<file path="src/rtl/player_pkg.sv">
// Shared types and constants for the knight motion controller:
// the animation-state encoding and the USB HID keycodes that drive it.
package player_pkg;

    // Animation / motion state, presented directly on Player_Status.
    typedef enum logic [3:0] {
        ST_IDLE = 4'd0,
        ST_WALK = 4'd1,
        ST_JUMP = 4'd2,
        ST_FALL = 4'd3
    } status_e;

    localparam logic [7:0] KEY_A     = 8'h04;
    localparam logic [7:0] KEY_D     = 8'h07;
    localparam logic [7:0] KEY_W     = 8'h1A;
    localparam logic [7:0] KEY_SPACE = 8'h2C;

    // A key counts as pressed when it appears in either keycode slot.
    function automatic logic key_hit(input logic [7:0] k0,
                                     input logic [7:0] k1,
                                     input logic [7:0] key);
        return (k0 == key) || (k1 == key);
    endfunction

endpackage

</file>
<file path="src/rtl/player_motion_ctrl_frame_tick_gen.sv">
// Brings the vsync-rate frame_clk into the Clk domain and turns each of
// its rising edges into a single-cycle frame_tick pulse.
module frame_tick_gen (
    input  logic Clk,
    input  logic Reset_n,
    input  logic frame_clk,
    output logic frame_tick
);

    logic sync1;
    logic sync2;
    logic sync3;

    // Two-flop synchroniser, one delayed copy for edge detect, registered pulse.
    always_ff @(posedge Clk) begin
        if (!Reset_n) begin
            sync1      <= 1'b0;
            sync2      <= 1'b0;
            sync3      <= 1'b0;
            frame_tick <= 1'b0;
        end else begin
            sync1      <= frame_clk;
            sync2      <= sync1;
            sync3      <= sync2;
            frame_tick <= sync2 & ~sync3;
        end
    end

endmodule

</file>
<file path="src/rtl/player_motion_ctrl.sv">
// Per-frame knight motion and animation-state controller.
// Walk, jump, gravity and floor/wall/ceiling clamps advance once per
// frame_tick; all outputs are registered.
// Optional build macro PLAYER_DOUBLE_JUMP_EN: allows one extra mid-air
// jump, re-armed on landing or reset.
module player_motion_ctrl
    import player_pkg::*;
#(
    parameter int X_START   = 320,
    parameter int Y_FLOOR   = 400,
    parameter int X_MIN     = 24,
    parameter int X_MAX     = 615,
    parameter int Y_CEIL    = 32,
    parameter int WALK_STEP = 3,
    parameter int JUMP_VEL  = 12,
    parameter int GRAVITY   = 1,
    parameter int VMAX      = 12,
    parameter int SIZE_X    = 50,
    parameter int SIZE_Y    = 64
) (
    input  logic       Clk,
    input  logic       Reset_n,
    input  logic       frame_clk,
    input  logic [7:0] keycode0,
    input  logic [7:0] keycode1,
    output logic [9:0] Player_X,
    output logic [9:0] Player_Y,
    output logic [3:0] Player_Status,
    output logic       Inverse,
    output logic [9:0] Player_SizeX,
    output logic [9:0] Player_SizeY
);

    // Signed working copies of the geometry; 11 bits keeps X-WALK_STEP
    // near zero and Y+vy near the ceiling from wrapping.
    localparam logic signed [10:0] X_MIN_S   = 11'(X_MIN);
    localparam logic signed [10:0] X_MAX_S   = 11'(X_MAX);
    localparam logic signed [10:0] Y_CEIL_S  = 11'(Y_CEIL);
    localparam logic signed [10:0] Y_FLOOR_S = 11'(Y_FLOOR);
    localparam logic signed [10:0] STEP_S    = 11'(WALK_STEP);
    localparam logic signed [6:0]  GRAV_S    = 7'(GRAVITY);
    localparam logic signed [6:0]  VMAX_S    = 7'(VMAX);
    localparam logic signed [5:0]  VY_JUMP   = 6'(-JUMP_VEL);

    logic frame_tick;

    frame_tick_gen u_tick (
        .Clk        (Clk),
        .Reset_n    (Reset_n),
        .frame_clk  (frame_clk),
        .frame_tick (frame_tick)
    );

    status_e            state_q, state_d;
    logic [9:0]         x_q, x_d;
    logic [9:0]         y_q, y_d;
    logic signed [5:0]  vy_q, vy_d;
    logic               inv_q, inv_d;
    logic               jump_prev_q;

`ifdef PLAYER_DOUBLE_JUMP_EN
    logic armed_q, armed_d;
`endif

    logic left, right, jump, jump_edge, moving;
    logic signed [10:0] x_ext, y_ext, vy_ext, vyf_ext;
    logic signed [10:0] y_jump, y_fall;
    logic signed [6:0]  vy_inc, vy_fall;

    function automatic logic [9:0] clamp_x(input logic signed [10:0] v);
        if (v < X_MIN_S)
            return X_MIN_S[9:0];
        else if (v > X_MAX_S)
            return X_MAX_S[9:0];
        else
            return v[9:0];
    endfunction

    assign left      = key_hit(keycode0, keycode1, KEY_A);
    assign right     = key_hit(keycode0, keycode1, KEY_D);
    assign jump      = key_hit(keycode0, keycode1, KEY_W) |
                       key_hit(keycode0, keycode1, KEY_SPACE);
    assign jump_edge = jump & ~jump_prev_q;
    assign moving    = left ^ right;

    assign x_ext   = $signed({1'b0, x_q});
    assign y_ext   = $signed({1'b0, y_q});
    assign vy_ext  = $signed({{5{vy_q[5]}}, vy_q});
    assign vy_inc  = $signed({vy_q[5], vy_q}) + GRAV_S;
    assign vy_fall = (vy_inc > VMAX_S) ? VMAX_S : vy_inc;
    assign vyf_ext = $signed({{4{vy_fall[6]}}, vy_fall});
    assign y_jump  = y_ext + vy_ext;
    assign y_fall  = y_ext + vyf_ext;

    // Next-state and next-output computation for one frame step.
    always_comb begin
        state_d = state_q;
        x_d     = x_q;
        y_d     = y_q;
        vy_d    = vy_q;
        inv_d   = inv_q;
`ifdef PLAYER_DOUBLE_JUMP_EN
        armed_d = armed_q;
`endif

        if (left && !right) begin
            x_d   = clamp_x(x_ext - STEP_S);
            inv_d = 1'b1;
        end else if (right && !left) begin
            x_d   = clamp_x(x_ext + STEP_S);
            inv_d = 1'b0;
        end

        case (state_q)
            ST_IDLE: begin
                if (jump_edge) begin
                    state_d = ST_JUMP;
                    vy_d    = VY_JUMP;
                end else if (moving) begin
                    state_d = ST_WALK;
                end
            end
            ST_WALK: begin
                if (jump_edge) begin
                    state_d = ST_JUMP;
                    vy_d    = VY_JUMP;
                end else if (!moving) begin
                    state_d = ST_IDLE;
                end
            end
            ST_JUMP: begin
                if (y_jump < Y_CEIL_S) begin
                    y_d     = Y_CEIL_S[9:0];
                    vy_d    = 6'sd0;
                    state_d = ST_FALL;
                end else begin
                    y_d  = y_jump[9:0];
                    vy_d = vy_inc[5:0];
                    if (!vy_inc[6])
                        state_d = ST_FALL;
                end
`ifdef PLAYER_DOUBLE_JUMP_EN
                if (jump_edge && armed_q) begin
                    y_d     = y_q;
                    vy_d    = VY_JUMP;
                    state_d = ST_JUMP;
                    armed_d = 1'b0;
                end
`endif
            end
            default: begin
                // Landing takes precedence over any jump press on the same tick.
                if (y_fall >= Y_FLOOR_S) begin
                    y_d     = Y_FLOOR_S[9:0];
                    vy_d    = 6'sd0;
                    state_d = moving ? ST_WALK : ST_IDLE;
`ifdef PLAYER_DOUBLE_JUMP_EN
                    armed_d = 1'b1;
`endif
                end else begin
                    y_d  = y_fall[9:0];
                    vy_d = vy_fall[5:0];
`ifdef PLAYER_DOUBLE_JUMP_EN
                    if (jump_edge && armed_q) begin
                        y_d     = y_q;
                        vy_d    = VY_JUMP;
                        state_d = ST_JUMP;
                        armed_d = 1'b0;
                    end
`endif
                end
            end
        endcase
    end

    // State and output registers, advanced only on frame ticks.
    always_ff @(posedge Clk) begin
        if (!Reset_n) begin
            state_q     <= ST_IDLE;
            x_q         <= 10'(X_START);
            y_q         <= 10'(Y_FLOOR);
            vy_q        <= 6'sd0;
            inv_q       <= 1'b0;
            jump_prev_q <= 1'b0;
`ifdef PLAYER_DOUBLE_JUMP_EN
            armed_q     <= 1'b1;
`endif
        end else if (frame_tick) begin
            state_q     <= state_d;
            x_q         <= x_d;
            y_q         <= y_d;
            vy_q        <= vy_d;
            inv_q       <= inv_d;
            jump_prev_q <= jump;
`ifdef PLAYER_DOUBLE_JUMP_EN
            armed_q     <= armed_d;
`endif
        end
    end

    assign Player_X      = x_q;
    assign Player_Y      = y_q;
    assign Player_Status = state_q;
    assign Inverse       = inv_q;
    assign Player_SizeX  = 10'(SIZE_X);
    assign Player_SizeY  = 10'(SIZE_Y);

endmodule

</file>
<file path="config.mk">
export PLATFORM = sky130hd
export DESIGN_NAME = player_motion_ctrl
export DESIGN_NICKNAME = d
export VERILOG_FILES = /design/src/rtl/player_pkg.sv /design/src/rtl/player_motion_ctrl_frame_tick_gen.sv /design/src/rtl/player_motion_ctrl.sv
export SDC_FILE = /design/constraint.sdc
export NUM_CORES = 1
export LEC_CHECK = 0
export CAP_MARGIN = 30
export CORE_MARGIN = 3
export CORE_UTILIZATION = 50
export CTS_CLUSTER_DIAMETER = 150
export DETAILED_ROUTE_END_ITERATION = 8
export HOLD_SLACK_MARGIN = 0.1
export PLACE_DENSITY = 0.78
export SLEW_MARGIN = 20
export SYNTH_ARGS = -nofsm -noshare
export SYNTH_HDL_FRONTEND = slang
export SYNTH_SLANG_ARGS = --single-unit
export TNS_END_PERCENT = 30
</file>
<file path="constraint.sdc">
create_clock -name Clk -period 4 [get_ports Clk]
set_input_delay 0.4 -clock Clk [delete_from_list [all_inputs] [get_ports Clk]]
set_output_delay 0.4 -clock Clk [all_outputs]
set_load 0.05 [all_outputs]
</file>
== After elaboration in Yosys (flattened, before gate mapping) ==
Index checks and enable logic that the tools add are counted.

* Register bits: 36
* Bits of input ports: 19
* Output and inout bits: 45
* Logic and storage cells: 84

* Add/subtract/negate cells: 5
* Magnitude comparators: 7
* Equality and inequality tests: 14
* Mux-type cells: 25
* Bitwise logic cells: 7
* Reductions and logical operators: 16

{| class="wikitable"
|+ Operators by type and width
! cell !! number
|-
| $mux W10 || 8
|-
| $eq A8 B3 Y1 const B || 4
|-
| $mux W4 || 7
|-
| $gt A11 B11 Y1 const B || 2
|-
| $lt A11 B6 Y1 const B || 2
|-
| $pmux W10 S2 || 1
|-
| $mux W6 || 3
|-
| $eq A8 B5 Y1 const B || 2
|-
| $eq A8 B6 Y1 const B || 2
|-
| $pmux W4 S3 || 1
|-
| $pmux W6 S2 || 1
|-
| $add A10 B2 Y11 const B || 1
|-
| $add A11 B6 Y11 || 1
|-
| $add A11 B7 Y11 || 1
|-
| $ge A11 B10 Y1 const B || 1
|-
| $lt A11 B7 Y1 const B || 1
|-
| $sub A10 B2 Y11 const B || 1
|-
| $ne A3 B3 Y1 const B || 3
|-
| $add A6 B2 Y7 const B || 1
|-
| $gt A7 B5 Y1 const B || 1
|-
| $mux W7 || 1
|-
| $reduce_and A2 Y1 || 3
|-
| $reduce_and A5 Y1 || 1
|-
| $eq A4 B1 Y1 const B || 1
|-
| 14 further kinds || 24
|}

== Logic depth before layout (Yosys ltp) ==
Gate-level depths: netlist (run 1).

* Depth in word-level cells: 7
* Depth in mapped cells: 16
* Gate-level depth less buffers: 16

== Modules after synthesis ==
From an unflattened synthesis (run 1), not the netlist that was laid out.

* Cells, all modules: 538
* Area total of the unflattened synthesis: 4042.6 µm²

{| class="wikitable"
|+ By module, submodules not included
! module !! times used !! cells an instance !! area an instance (µm²) !! seq. area each (µm²)
|-
| player_motion_ctrl || 1 || 530 || 3931.3 || 600.6
|-
| frame_tick_gen || 1 || 8 || 111.4 || 80.1
|}

== Least setup slack after synthesis (run 1) ==
No wires, ideal clock.

* Kind: register to register
* Start: reg vy_q[0]
* End: reg y_q[0], in the netlist Player_Y[0]
* Library setup time: 123 ps
* Arrival: 3899 ps
* Data required time: 3877 ps
* Setup slack: -22 ps
* Cell stages (with the launch flop): 17
* Path buffers: 0
* Clock period less this slack: 4022 ps
* Cell sequence: dfxtp_1 ha_1 xnor2_1 or3_1 a31oi_1 o221ai_1 nor2b_1 ha_1 fa_1 a211oi_1 o21ai_1 a2111oi_0 o21bai_1 xnor2_1 a21oi_2 a221oi_1 nor2_1

* Cells in the longest elaborated chain, start to end: 7
* Elaborated cells on any way between the ends: 10
* Classes of those cells: add/sub: 3; order compare: 3; mux: 4

{| class="wikitable"
|+ RTL lines
! item !! line !! RTL
|-
| start, declared || player_motion_ctrl.sv:57 || <nowiki>logic signed [5:0] vy_q, vy_d;</nowiki>
|-
| start signal, assigned || player_motion_ctrl.sv:192 || <nowiki>vy_q <= vy_d;</nowiki>
|-
| $add A6 B2 Y7 || player_motion_ctrl.sv:89 || <nowiki>assign vy_inc = $signed({vy_q[5], vy_q}) + GRAV_S;</nowiki>
|-
| $gt A7 B5 Y1 || player_motion_ctrl.sv:90 || <nowiki>assign vy_fall = (vy_inc > VMAX_S) ? VMAX_S : vy_inc;</nowiki>
|-
| $mux W7 || player_motion_ctrl.sv:90 ||
|-
| $add A11 B7 Y11 || player_motion_ctrl.sv:93 || <nowiki>assign y_fall = y_ext + vyf_ext;</nowiki>
|-
| $ge A11 B10 Y1 || player_motion_ctrl.sv:153 || <nowiki>if (y_fall >= Y_FLOOR_S) begin</nowiki>
|-
| $mux W10 || player_motion_ctrl.sv:153 ||
|-
| $pmux W10 S2 (*) || player_motion_ctrl.sv:114 || <nowiki>case (state_q)</nowiki>
|-
| end signal, assigned || player_motion_ctrl.sv:181 || <nowiki>y_q <= 10'(Y_FLOOR);</nowiki>
|-
| end signal, assigned || player_motion_ctrl.sv:191 || <nowiki>y_q <= y_d;</nowiki>
|-
| end, declared || player_motion_ctrl.sv:56 || <nowiki>logic [9:0] y_q, y_d;</nowiki>
|}

Mark *: on every way between the ends. The rest lies on a longest branch, timed or not.
A chain may end at the register's enable or synchronous reset.

== Final worst setup path (run 1) ==
* Start: reg vy_q[0]
* End: reg state_q[1], in the netlist Player_Status[1]

* Cells in the longest elaborated chain, start to end: 7
* Elaborated cells on any way between the ends: 12
* Classes of those cells: add/sub: 3; order compare: 3; eq/ne: 1; mux: 3; reduce/logical: 2

{| class="wikitable"
|+ RTL lines
! item !! line !! RTL
|-
| $add A6 B2 Y7 || player_motion_ctrl.sv:89 ||
|-
| $gt A7 B5 Y1 || player_motion_ctrl.sv:90 ||
|-
| $mux W7 || player_motion_ctrl.sv:90 ||
|-
| $add A11 B7 Y11 || player_motion_ctrl.sv:93 ||
|-
| $ge A11 B10 Y1 || player_motion_ctrl.sv:153 ||
|-
| $reduce_bool A4 Y1 (no line) || n/a ||
|-
| $reduce_and A5 Y1 (no line) || n/a ||
|-
| end signal, assigned || player_motion_ctrl.sv:189 || <nowiki>state_q <= state_d;</nowiki>
|-
| end, declared || player_motion_ctrl.sv:54 || <nowiki>status_e state_q, state_d;</nowiki>
|}

Parallel ways exist; a longest one is shown, timed or not.

==> results by group, run 1 <==
Floorplan
  – Die Width: 97.0 um
  – # IOs: 64
  – Core area: 7890 um^2
  – Num rows: 32
  – Initial Utilization: 52.5%
  – DIE AREA: 9410 um^2
  – Die height: 97.0 um

Critical path
  – CP Data Arrival Time: 4.14 ns
  – Worst setup path class: register to register
  – Setup crit end kind: register
  – Cell Chain, Critical Path: ha_4 -> xnor2_1 -> or3_4 -> a31oi_4 -> o221ai_2 -> nor2b_1 -> ha_2 -> fa_2 -> a211oi_2 -> o21ai_2 -> a2111oi_2 -> o21bai_2 -> buf_4 -> nand2b_1 -> a21o_1 -> and3_1 -> o211a_1
  – Setup slack, reg-to-reg: 0.04 ns
  – Critical path launch point type: register
  – Critical Path Max Stage Delay: ~0.40 ns
  – Reg-to-Reg Start: vy_q[0]
  – Worst r2r path cells: 17
  – CP delay by family, top: compound AO/OA/AOI/OAI gates
  – Critical path fanouts, max: 5
  – CP Launch Point: vy_q[0]
  – CP required: 4.18 ns
  – CP bufs+invs: 1
  – FF-to-FF End: Player_Status[1]
  – Slowest-stage cell, CP: fa_2

Clock network
  – Clock-pin slew on the worst setup and hold paths: 0.08 ns
  – Hold buffers post-CTS: 0
  – # H-tree levels: 2
  – Max clock buf depth: 2
  – CTS tree: yes
  – Worst-Skew Late Latency: 0.29 ns
  – CTS root buf: clkbuf_8
  – Clk sinks: 34
  – CTS buffer count: 5

Min path
  – WHS Endpoint: u_tick.frame_tick
  – Hold Path Origin: u_tick.sync3
  – Hold depth: 1
  – Hold Crit Class: register to register

GRT
  – Total GRT Usage: 23.8%
  – Total gr overflow: 0
  – Vias in the first global route: around 4,000
  – Largest net degree at the start of global routing: 26
  – First-pass GRT wire length: 19,300 um
  – Initial antenna violation count: 0

Timing
  – Setup Viol. Count Final: 0
  – RSZ-0062 raised after global routing: yes
  – Rel. slew slack: 49.7%
  – Achievable Freq: 252 MHz
  – Minimum clock period: roughly 4.0 ns
  – Clock skew: between 0.008 and 0.009 ns
  – Final setup margin: ~0.039 ns
  – Setup TNS: 0 ns
  – Final Hold Vio Count: 0
  – Final Max Slew Viols: 0
  – Final period util: 99.0%
  – Least-Margin Pin Slew: 0.752 ns

Synthesis
  – Post-synth EDFFs: 0
  – Number of synthesized register bits: 34
  – Post-synthesis instance area: 4140 um^2
  – Yosys top cell by area: dfxtp_1
  – Gate Count Post-Synth: 539
  – Distinct cells, synth: 86
  – Syn avg cell area: 7.68 um^2
  – Top cells by count, synth: o21ai_0, a21oi_1, nand2_1
  – Asr flop ratio synth: 0%
  – Top post-synthesis cells by area: dfxtp_1, ha_1, o21ai_0
  – Most numerous cell in the Yosys netlist: o21ai_0
  – Register area share after synthesis: ~16%
  – Synth Warn #: 0
  – Primary FF master, synth: dfxtp_1
  – Yosys top cell area share: between 10% and 20%

Detailed routing
  – Detailed Routing Iterations Pass 1: 5
  – Routed vias: 4,319
  – WL/cell: 17.0 um
  – Total Wirelength: 11,600 um
  – Starting DRT DRC Count: 217
  – DRT antenna net count: 0
  – Via density: 6.31
  – DRC viols: 0

Final layout
  – Filler Cell Count: 693
  – Synth-to-Final Area Change: 19.2%
  – Share of cells above drive strength 1: 15.4%
  – Post-Route Utilization: 62.6%
  – # nets final: between 600 and 700
  – # diodes: 0
  – Post-Layout Cell Count: 685

Run
  – MaxCap Viol Count: 0

Placed design
  – Place WS: -0.199 ns
  – PortBufs: ~40
  – GPL Wtd Cong: 0.888
  – Dpl cells: 672
  – DP HPWL: 8590 um

Run status
  – Outcome: finished, final reports clean

Power and ir drop
  – Worst VDD drop: 0.105 mV
  – Leakage power: 1.94 nW
  – Pwr dens: 146 nW/um^2
cell families after synthesis:
group           synth area share (%)
xor+xnor                        5.23
fa+ha+maj                       10.3
buf+inv                         9.18
simple gates                    21.6
mux                            0.755
compound gates                  36.3
flops                           16.4
other cells                    0.181
worst max path at each step:
stage                       endpoint  slack, ns  cells past startpoint
floorplan                Player_Y[0]       0.06                     16
global placement         Player_Y[1]     -0.008                     16
detailed placement           vy_q[5]      -0.20                     16
CTS                 Player_Status[1]       0.02                     17
global route             Player_Y[5]      -0.12                     16
finish              Player_Status[1]       0.04                     17
stage by stage:
step / cell area, um^2 / hold WS [ns] / total power, W
detailed placement: 4620 / 0.382 / 0.000464
global placement: 4620 / 0.376 / 0.000462
global route: 4940 / 0.417 / 0.000750
CTS: 4790 / 0.401 / 0.000724
floorplan: 4220 / 0.367 / 0.000448
finish: 4940 / 0.401 / 0.000723
cell usage in the layout, fill, tap and decap left out, drive strengths merged, types with 16 or more instances in the layout:
| cell type | instances |
|---|---|
| clkdlybuf4s50 | 41 |
| nor2 | 31 |
| ha | 31 |
| dfxtp | 34 |
| nand2 | 36 |
| a211oi | 16 |
| o21ai | 50 |
| buf | 25 |
| conb | 22 |
| inv | 23 |
| a21oi | 44 |
report_power, final:
group / internal, W / switching, W
Sequential: 0.000341 / 0.00000459
Combinational: 0.0000329 / 0.0000787
Clock: 0.000139 / 0.000127
metal layers:
metal  track usage [%]  vias up  wire (um)
met1              30.7     2079       4950
met4              8.64        0        244
met3              3.97       21        589
met2              40.1      129       5850
li1                  -     2090          -
met5                 0        -          0
layout make-up:
class                   count  area, um^2  share of cell area [%]
clock buffers               7        86.3                    1.75
repair buffers             66         598                    12.1
well taps                 102         128                    2.58
inverters                  23        86.3                    1.75
clock inverters             1        5.00                   0.101
flip-flops and latches     34         688                    13.9
multi-input cells         452        3350                    67.8
timing repair:
item / CTS / global route
setup buffers: 3 / 2
gates cloned: 0 / 0
pin swaps: 8 / 13
endpoints found under the setup margin: 18 / 18
resized for setup: 14 / 23
state kept, by name (all words and copies together), names as in the netlist:
name / count
Inverse: 1
Player_Status: 2
Player_X: 10
Player_Y: 10
jump_prev_q: 1
u_tick.frame_tick: 1
u_tick.sync1: 1
u_tick.sync2: 1
u_tick.sync3: 1
vy_q: 6
No activity file was read; power rests on OpenSTA's default activity.
==> run 2: changes to the inputs <==
CORE_UTILIZATION = 28   (was 50)
DONT_BUFFER_PORTS = 1   (was default)
GPL_ROUTABILITY_DRIVEN = 0   (was default)
PLACE_DENSITY = default   (was 0.78)
==> run 2 against run 1 <==
The run now ends with setup timing left. Design area grew 0.43%. Combinational power shrank 30%. Highest routed layer unchanged. Critical path depth is the same. Maximum frequency shrank 1.0%. Critical endpoint unchanged. Clock skew shrank 0.0015 ns.
==> results by group, run 2 (synthesis gave the netlist of run 1 again) <==
GRT
  – Initial antenna violation count: 0 (unchanged)
  – First-pass GRT wire length: 19,600 um (was 19,300 um)
  – Vias in the first global route: 4,069 (was 4,066)
  – Largest net degree at the start of global routing: 26 (unchanged)
  – Total GRT Usage: 14.4% (was 23.8%)
  – Total gr overflow: 0 (unchanged)

Critical path
  – CP Data Arrival Time: 4.18 ns (was 4.14 ns)
  – CP Launch Point: vy_q[0] (unchanged)
  – CP required: 4.17 ns (was 4.18 ns)
  – Worst r2r path cells: 17 (unchanged)
  – FF-to-FF End: Player_Status[1] (unchanged)
  – Setup crit end kind: register (unchanged)
  – Worst setup path class: register to register (unchanged)
  – Setup slack, reg-to-reg: -0.002 ns (was 0.04 ns)
  – Critical path launch point type: register (unchanged)
  – Reg-to-Reg Start: vy_q[0] (unchanged)
  – Critical path fanouts, max: 5 (unchanged)
  – Critical path endpoint: Player_Status[1] (unchanged)

Power and ir drop
  – Clock share of power: 55.1% (was 36.8%)
  – Total chip power: 0.000957 W (was 0.000723 W)
  – Logic pwr share: 8.2% (was 15.4%)
  – Switching power: 0.000243 W (was 0.000210 W)
  – Reg power frac: 36.7% (was 47.8%)
  – P_int: 0.000714 W (was 0.000513 W)
  – Pwr dens: 193 nW/um^2 (was 146 nW/um^2)
  – Sw frac: 25.4% (was 29.1%)
  – Worst VDD drop: 0.184 mV (was 0.105 mV)
  – Leakage power: 1.98 nW (was 1.94 nW)

Run
  – MaxCap Viol Count: 0 (unchanged)

Min path
  – Hold depth: 1 (unchanged)
  – Hold Crit Class: input pin to register (was register to register)

Clock network
  – # H-tree levels: 2 (unchanged)
  – Max clock buf depth: 2 (unchanged)
  – CTS tree: yes (unchanged)
  – Clk sinks: 34 (unchanged)
  – CTS root buf: clkbuf_16 (was clkbuf_8)
  – CTS buffer count: 5 (unchanged)
  – Clock-pin slew on the worst setup and hold paths: 0.06 ns (was 0.08 ns)
  – Worst-Skew Late Latency: 0.28 ns (was 0.29 ns)
  – Hold buffers post-CTS: 0 (unchanged)

Timing
  – Achievable Freq: 250 MHz (was 252 MHz)
  – Clock skew: 0.00680 ns (was 0.00829 ns)
  – Least-Margin Pin Slew: 0.815 ns (was 0.752 ns)
  – Final Hold Vio Count: 0 (unchanged)
  – Final period util: 100% (was 99.0%)
  – Hold Slack: 0.206 ns (was 0.401 ns)
  – Setup TNS: -0.00233 ns (was 0 ns)
  – Final Max Slew Viols: 0 (unchanged)
  – RSZ-0062 raised after global routing: yes (unchanged)
  – Rel. slew slack: 45.6% (was 49.7%)
  – Minimum clock period: 4.00 ns (was 3.96 ns)
  – Setup Viol. Count Final: 1 (was 0)
  – Final setup margin: -0.00233 ns (was 0.0387 ns)

Detailed routing
  – DRT antenna net count: 0 (unchanged)
  – WL/cell: 16.7 um (was 17.0 um)
  – Routed vias: 4,305 (was 4,319)
  – Starting DRT DRC Count: 357 (was 217)
  – Detailed Routing Iterations Pass 1: 5 (unchanged)
  – Total Wirelength: 12,500 um (was 11,600 um)
  – DRC viols: 0 (unchanged)
  – Via density: 5.74 (was 6.31)

Placed design
  – Placed cell area: 4490 um^2 (was 4620 um^2)
  – DP HPWL: 9110 um (was 8590 um)
  – PortBufs: 0 (was 41)

Final layout
  – # diodes: 0 (unchanged)
  – Design area: 4960 um^2 (was 4940 um^2)
  – Commonest cells after routing, fill and taps aside: buf_4, o21ai_0, a21oi_1 (was o21ai_0, a21oi_1, clkdlybuf4s50_1)
  – # nets final: 621 (was 634)
  – Share of cells above drive strength 1: 21.1% (was 15.4%)
  – Filler Cell Count: 1,425 (was 693)
  – Post-Route Utilization: 35.1% (was 62.6%)
  – Synth-to-Final Area Change: 19.8% (was 19.2%)
  – Commonest non-fill, non-tap cell in the layout: buf_4 (was o21ai_0)

Run status
  – Outcome: complete, but fails checks (was finished, final reports clean)
  – Failing checks: setup timing

Floorplan
  – # IOs: 64 (unchanged)
  – Num rows: 43 (was 32)
  – Die height: 128 um (was 97.0 um)
  – Die Width: 128 um (was 97.0 um)
  – Core area: 14,100 um^2 (was 7890 um^2)
  – DIE AREA: 16,300 um^2 (was 9410 um^2)
  – Initial Utilization: 29.3% (was 52.5%)
==> run 2: how the worst min path moves through the flow <==
stage	from	endpoint	slack, ns
final	Reset_n	Player_X[6]	0.21
after global placement	u_tick.sync3	u_tick.frame_tick	0.38
after detailed placement	u_tick.sync3	u_tick.frame_tick	0.38
after floorplan	u_tick.sync3	u_tick.frame_tick	0.37
after CTS	Reset_n	Player_X[6]	0.20
after global routing	Reset_n	Player_X[6]	0.19
==> run 2: power by group through the flow <==
stage	clock, W	sequential [W]	combinational, W
detailed placement	0	0.000361	0.0000764
CTS	0.000531	0.000352	0.0000768
global placement	0	0.000360	0.0000761
global route	0.000545	0.000352	0.0000827
finish	0.000527	0.000352	0.0000785
floorplan	0	0.000359	0.0000886
==> run 2: repair_timing <==
action / CTS / global route
resized for setup: 16 / 23
pin swaps: 10 / 15
hold endpoints to repair: 0 / 0
cloned: 0 / 0
setup endpoints to repair: 18 / 18
buffers inserted: 5 / 4
==> run 2: through the flow <==
| step | cells | setup WS [ns] |
|---|---|---|
| final | 750 | -0.00233 |
| after global routing | 750 | -0.155 |
| after CTS | 746 | -0.0354 |
| after detailed placement | 733 | -0.159 |
| after global placement | 733 | -0.0453 |
| after floorplan | 559 | 0.0586 |
==> run 2: critical path, cell delays in order (launching register included) <==
cell,delay [ns]
dfxtp_4,0.37
ha_4,0.18
xnor2_4,0.12
or3_4,0.35
a31oi_4,0.14
o221ai_2,0.12
nor2b_2,0.17
ha_2,0.18
fa_2,0.37
buf_6,0.13
a21o_1,0.17
nand4_1,0.17
nand2_1,0.08
a311o_1,0.37
o311a_1,0.35
a311oi_4,0.30
nand4_1,0.14
o211a_1,0.16
==> run 2: layout make-up <==
cell class / instances / area [um^2] / share of cell area (%)
sequential: 34 / 689 / 13.9
clock buffer: 5 / 125 / 2.52
clock inverter: 3 / 68.8 / 1.39
timing repair buffer: 53 / 405 / 8.17
inverter: 23 / 86.3 / 1.74
tap: 180 / 225 / 4.54
multi-input combinational: 452 / 3360 / 67.7
==> run 2: routing by layer <==
metal	routed length [um]	up-vias	GRT usage, %
met5	0	-	0
met4	279	0	4.99
met3	723	24	2.47
met2	6130	162	24.8
met1	5360	2058	18.0
li1	-	2061	-
==> run 3: changes to the inputs <==
CORE_UTILIZATION = 30   (was 28)
==> run 3 against run 2 <==
Wire length shrank 1.7%. The flow still finishes with violations (setup timing). Clock power fell by 23%. Combinational power is 1% lower. Global-route usage increased by 1.3 points. Utilization is 1.2 points higher. Die area decreased by 6.4%. Largest power group unchanged. Total power fell by 13%. First-iteration DRC count unchanged.
==> results by group, run 3 (synthesis gave the netlist of run 1 again) <==
Final layout
  – Commonest non-fill, non-tap cell in the layout: o21ai_0 (was buf_4)
  – # nets final: 608 (was 621)
  – Post-Layout Cell Count: 733 (was 750)
  – Design area: 4830 um^2 (was 4960 um^2)
  – Filler Cell Count: 1,402 (was 1,425)
  – Share of cells above drive strength 1: 19.4% (was 21.1%)
  – Synth-to-Final Area Change: 16.7% (was 19.8%)
  – Area of the multi-input gates: 3390 um^2 (was 3360 um^2)
  – Reg area: 686 um^2 (was 689 um^2)
  – Commonest cells after routing, fill and taps aside: o21ai_0, a21oi_1, buf_4 (was buf_4, o21ai_0, a21oi_1)
  – # diodes: 0 (unchanged)

Timing
  – Setup TNS: -0.0693 ns (was -0.00233 ns)
  – Achievable Freq: 247 MHz (was 250 MHz)
  – Clock skew: 0.00539 ns (was 0.00680 ns)
  – Least-Margin Pin Slew: 0.819 ns (was 0.815 ns)
  – Final setup margin: -0.0563 ns (was -0.00233 ns)
  – Setup Viol. Count Final: 4 (was 1)
  – RSZ-0062 raised after global routing: yes (unchanged)
  – Final Hold Vio Count: 0 (unchanged)
  – Minimum clock period: 4.06 ns (was 4.00 ns)
  – Final Max Slew Viols: 0 (unchanged)
  – Rel. slew slack: 45.3% (was 45.6%)
  – Final period util: 101% (was 100%)

Clock network
  – Hold buffers post-CTS: 0 (unchanged)
  – Clock-pin slew on the worst setup and hold paths: 0.06 ns (about the same)
  – Max clock buf depth: 2 (unchanged)
  – Worst-Skew Late Latency: 0.28 ns (about the same)
  – CTS buffer count: 5 (unchanged)
  – CTS root buf: clkbuf_16 (unchanged)
  – # H-tree levels: 2 (unchanged)
  – CTS tree: yes (unchanged)
  – Clk sinks: 34 (unchanged)

Placed design
  – DP HPWL: 9100 um (was 9110 um)
  – Dpl cells: 722 (was 733)
  – PortBufs: 0 (unchanged)
  – Place WS: -0.193 ns (was -0.159 ns)
  – Placed cell area: 4430 um^2 (was 4490 um^2)

Floorplan
  – Die Width: 123 um (was 128 um)
  – Num rows: 42 (was 43)
  – Initial Utilization: 31.0% (was 29.3%)
  – DIE AREA: 15,300 um^2 (was 16,300 um^2)
  – Die height: 123 um (was 128 um)
  – Core area: 13,300 um^2 (was 14,100 um^2)
  – # IOs: 64 (unchanged)

GRT
  – Largest net degree at the start of global routing: 26 (unchanged)
  – Total gr overflow: 0 (unchanged)
  – Most used routing layer: met2 (unchanged)
  – Total GRT Usage: 15.7% (was 14.4%)
  – First-pass GRT wire length: 19,600 um (about the same)
  – M1 GR Usage: 19.4% (was 18.0%)
  – Vias in the first global route: 3,988 (was 4,069)
  – Initial antenna violation count: 0 (unchanged)
  – Met3 global-route usage: 3.29% (was 2.47%)
  – Global routing usage on met2: 27.8% (was 24.8%)

Critical path
  – Worst setup path class: register to register (unchanged)
  – Critical Path Max Stage Delay: 0.42 ns (was 0.37 ns)
  – Critical path launch point type: register (unchanged)
  – CP required: 4.18 ns (was 4.17 ns)
  – CP bufs+invs: 1 (unchanged)
  – Cell Chain, Critical Path: ha_4 -> xnor2_4 -> or3_4 -> a31oi_4 -> o221ai_2 -> nor2b_2 -> ha_2 -> fa_2 -> buf_4 -> a21o_1 -> a21oi_1 -> xnor2_1 -> nor3_2 -> o311a_1 -> a311oi_4 -> nand4_1 -> o211a_1 (was ha_4 -> xnor2_4 -> or3_4 -> a31oi_4 -> o221ai_2 -> nor2b_2 -> ha_2 -> fa_2 -> buf_6 -> a21o_1 -> nand4_1 -> nand2_1 -> a311o_1 -> o311a_1 -> a311oi_4 -> nand4_1 -> o211a_1)
  – Slowest-stage cell, CP: o311a_1 (was dfxtp_4)
  – CP delay by family, top: compound AO/OA/AOI/OAI gates (unchanged)
  – Critical path fanouts, max: 5 (unchanged)
  – CP Data Arrival Time: 4.23 ns (was 4.18 ns)
  – Setup crit end kind: register (unchanged)

Detailed routing
  – WL/cell: 16.8 um (was 16.7 um)
  – DRT antenna net count: 0 (unchanged)
  – Routed vias: 4,257 (was 4,305)
  – Starting DRT DRC Count: 357 (unchanged)
  – Via density: 5.81 (was 5.74)
  – Detailed Routing Iterations Pass 1: 5 (unchanged)
  – DRC viols: 0 (unchanged)
  – Total Wirelength: 12,300 um (was 12,500 um)

Power and ir drop
  – Pwr dens: 173 nW/um^2 (was 193 nW/um^2)
  – Worst VDD drop: 0.157 mV (was 0.184 mV)
  – Leakage power: 1.90 nW (was 1.98 nW)

Min path
  – Hold Crit Class: input pin to register (unchanged)

Run status
  – Outcome: complete, but fails checks (unchanged)
  – Failing checks: setup timing (unchanged)

Run
  – MaxCap Viol Count: 0 (unchanged)
## run 3: changes by cell type in the layout (fill, tap and decap cells not counted), sizes merged
cell	previous run	this run
buf	53	40
clkinvlp	0	1
clkbuf	5	6
bufinv	2	0
## run 3: layout make-up
cell class | instances | area share [%]
Timing Repair Buffer | 40 | 6.29
Multi-Input combinational cell | 452 | 70.0
Clock buffer | 6 | 2.87
Sequential cell | 34 | 14.2
Tap cell | 176 | 4.56
Inverter | 23 | 1.79
Clock inverter | 2 | 0.259
## run 3: worst paths after layout
| kind | start | cells after the start | slack [ns] | to |
|---|---|---|---|---|
| setup / recovery | vy_q[0] | 17 | -0.06 | Player_Status[1] |
| hold / removal | Reset_n | 1 | 0.20 | Player_X[8] |
| setup reg to reg | vy_q[0] | 17 | -0.06 | Player_Status[1] |
| hold reg to reg | u_tick.sync3 | 1 | 0.39 | u_tick.frame_tick |
## run 3: report_power, final
part / internal, W / switching, W
Clock: 0.000247 / 0.000157
Combinational: 0.0000144 / 0.0000633
Sequential: 0.000342 / 0.0000110
## run 3: what timing repair did
item                                   in CTS  in global routing
endpoints found under the hold margin       0                  0
buffers inserted                            1                  2
setup endpoints to repair                  18                 18
pin swaps                                   7                 27
gates resized for setup                    10                 34
## run 3: stage by stage
step | power [W] | hold WS, ns | utilization (%)
2_1_floorplan | 0.000448 | 0.367 | -
3_3_place_gp | 0.000436 | 0.376 | 33.2
3_5_place_dp | 0.000436 | 0.375 | 33.2
4_1_cts | 0.000838 | 0.198 | 34.8
5_1_grt | 0.000862 | 0.195 | 36.2
6_report | 0.000834 | 0.202 | 36.2
## run 3: metal layers
metal  wire [um]  share of wire [%]
met1        5130                 42
met2        6250                 51
met3         718                5.8
met4         186                1.5
met5           0                  0
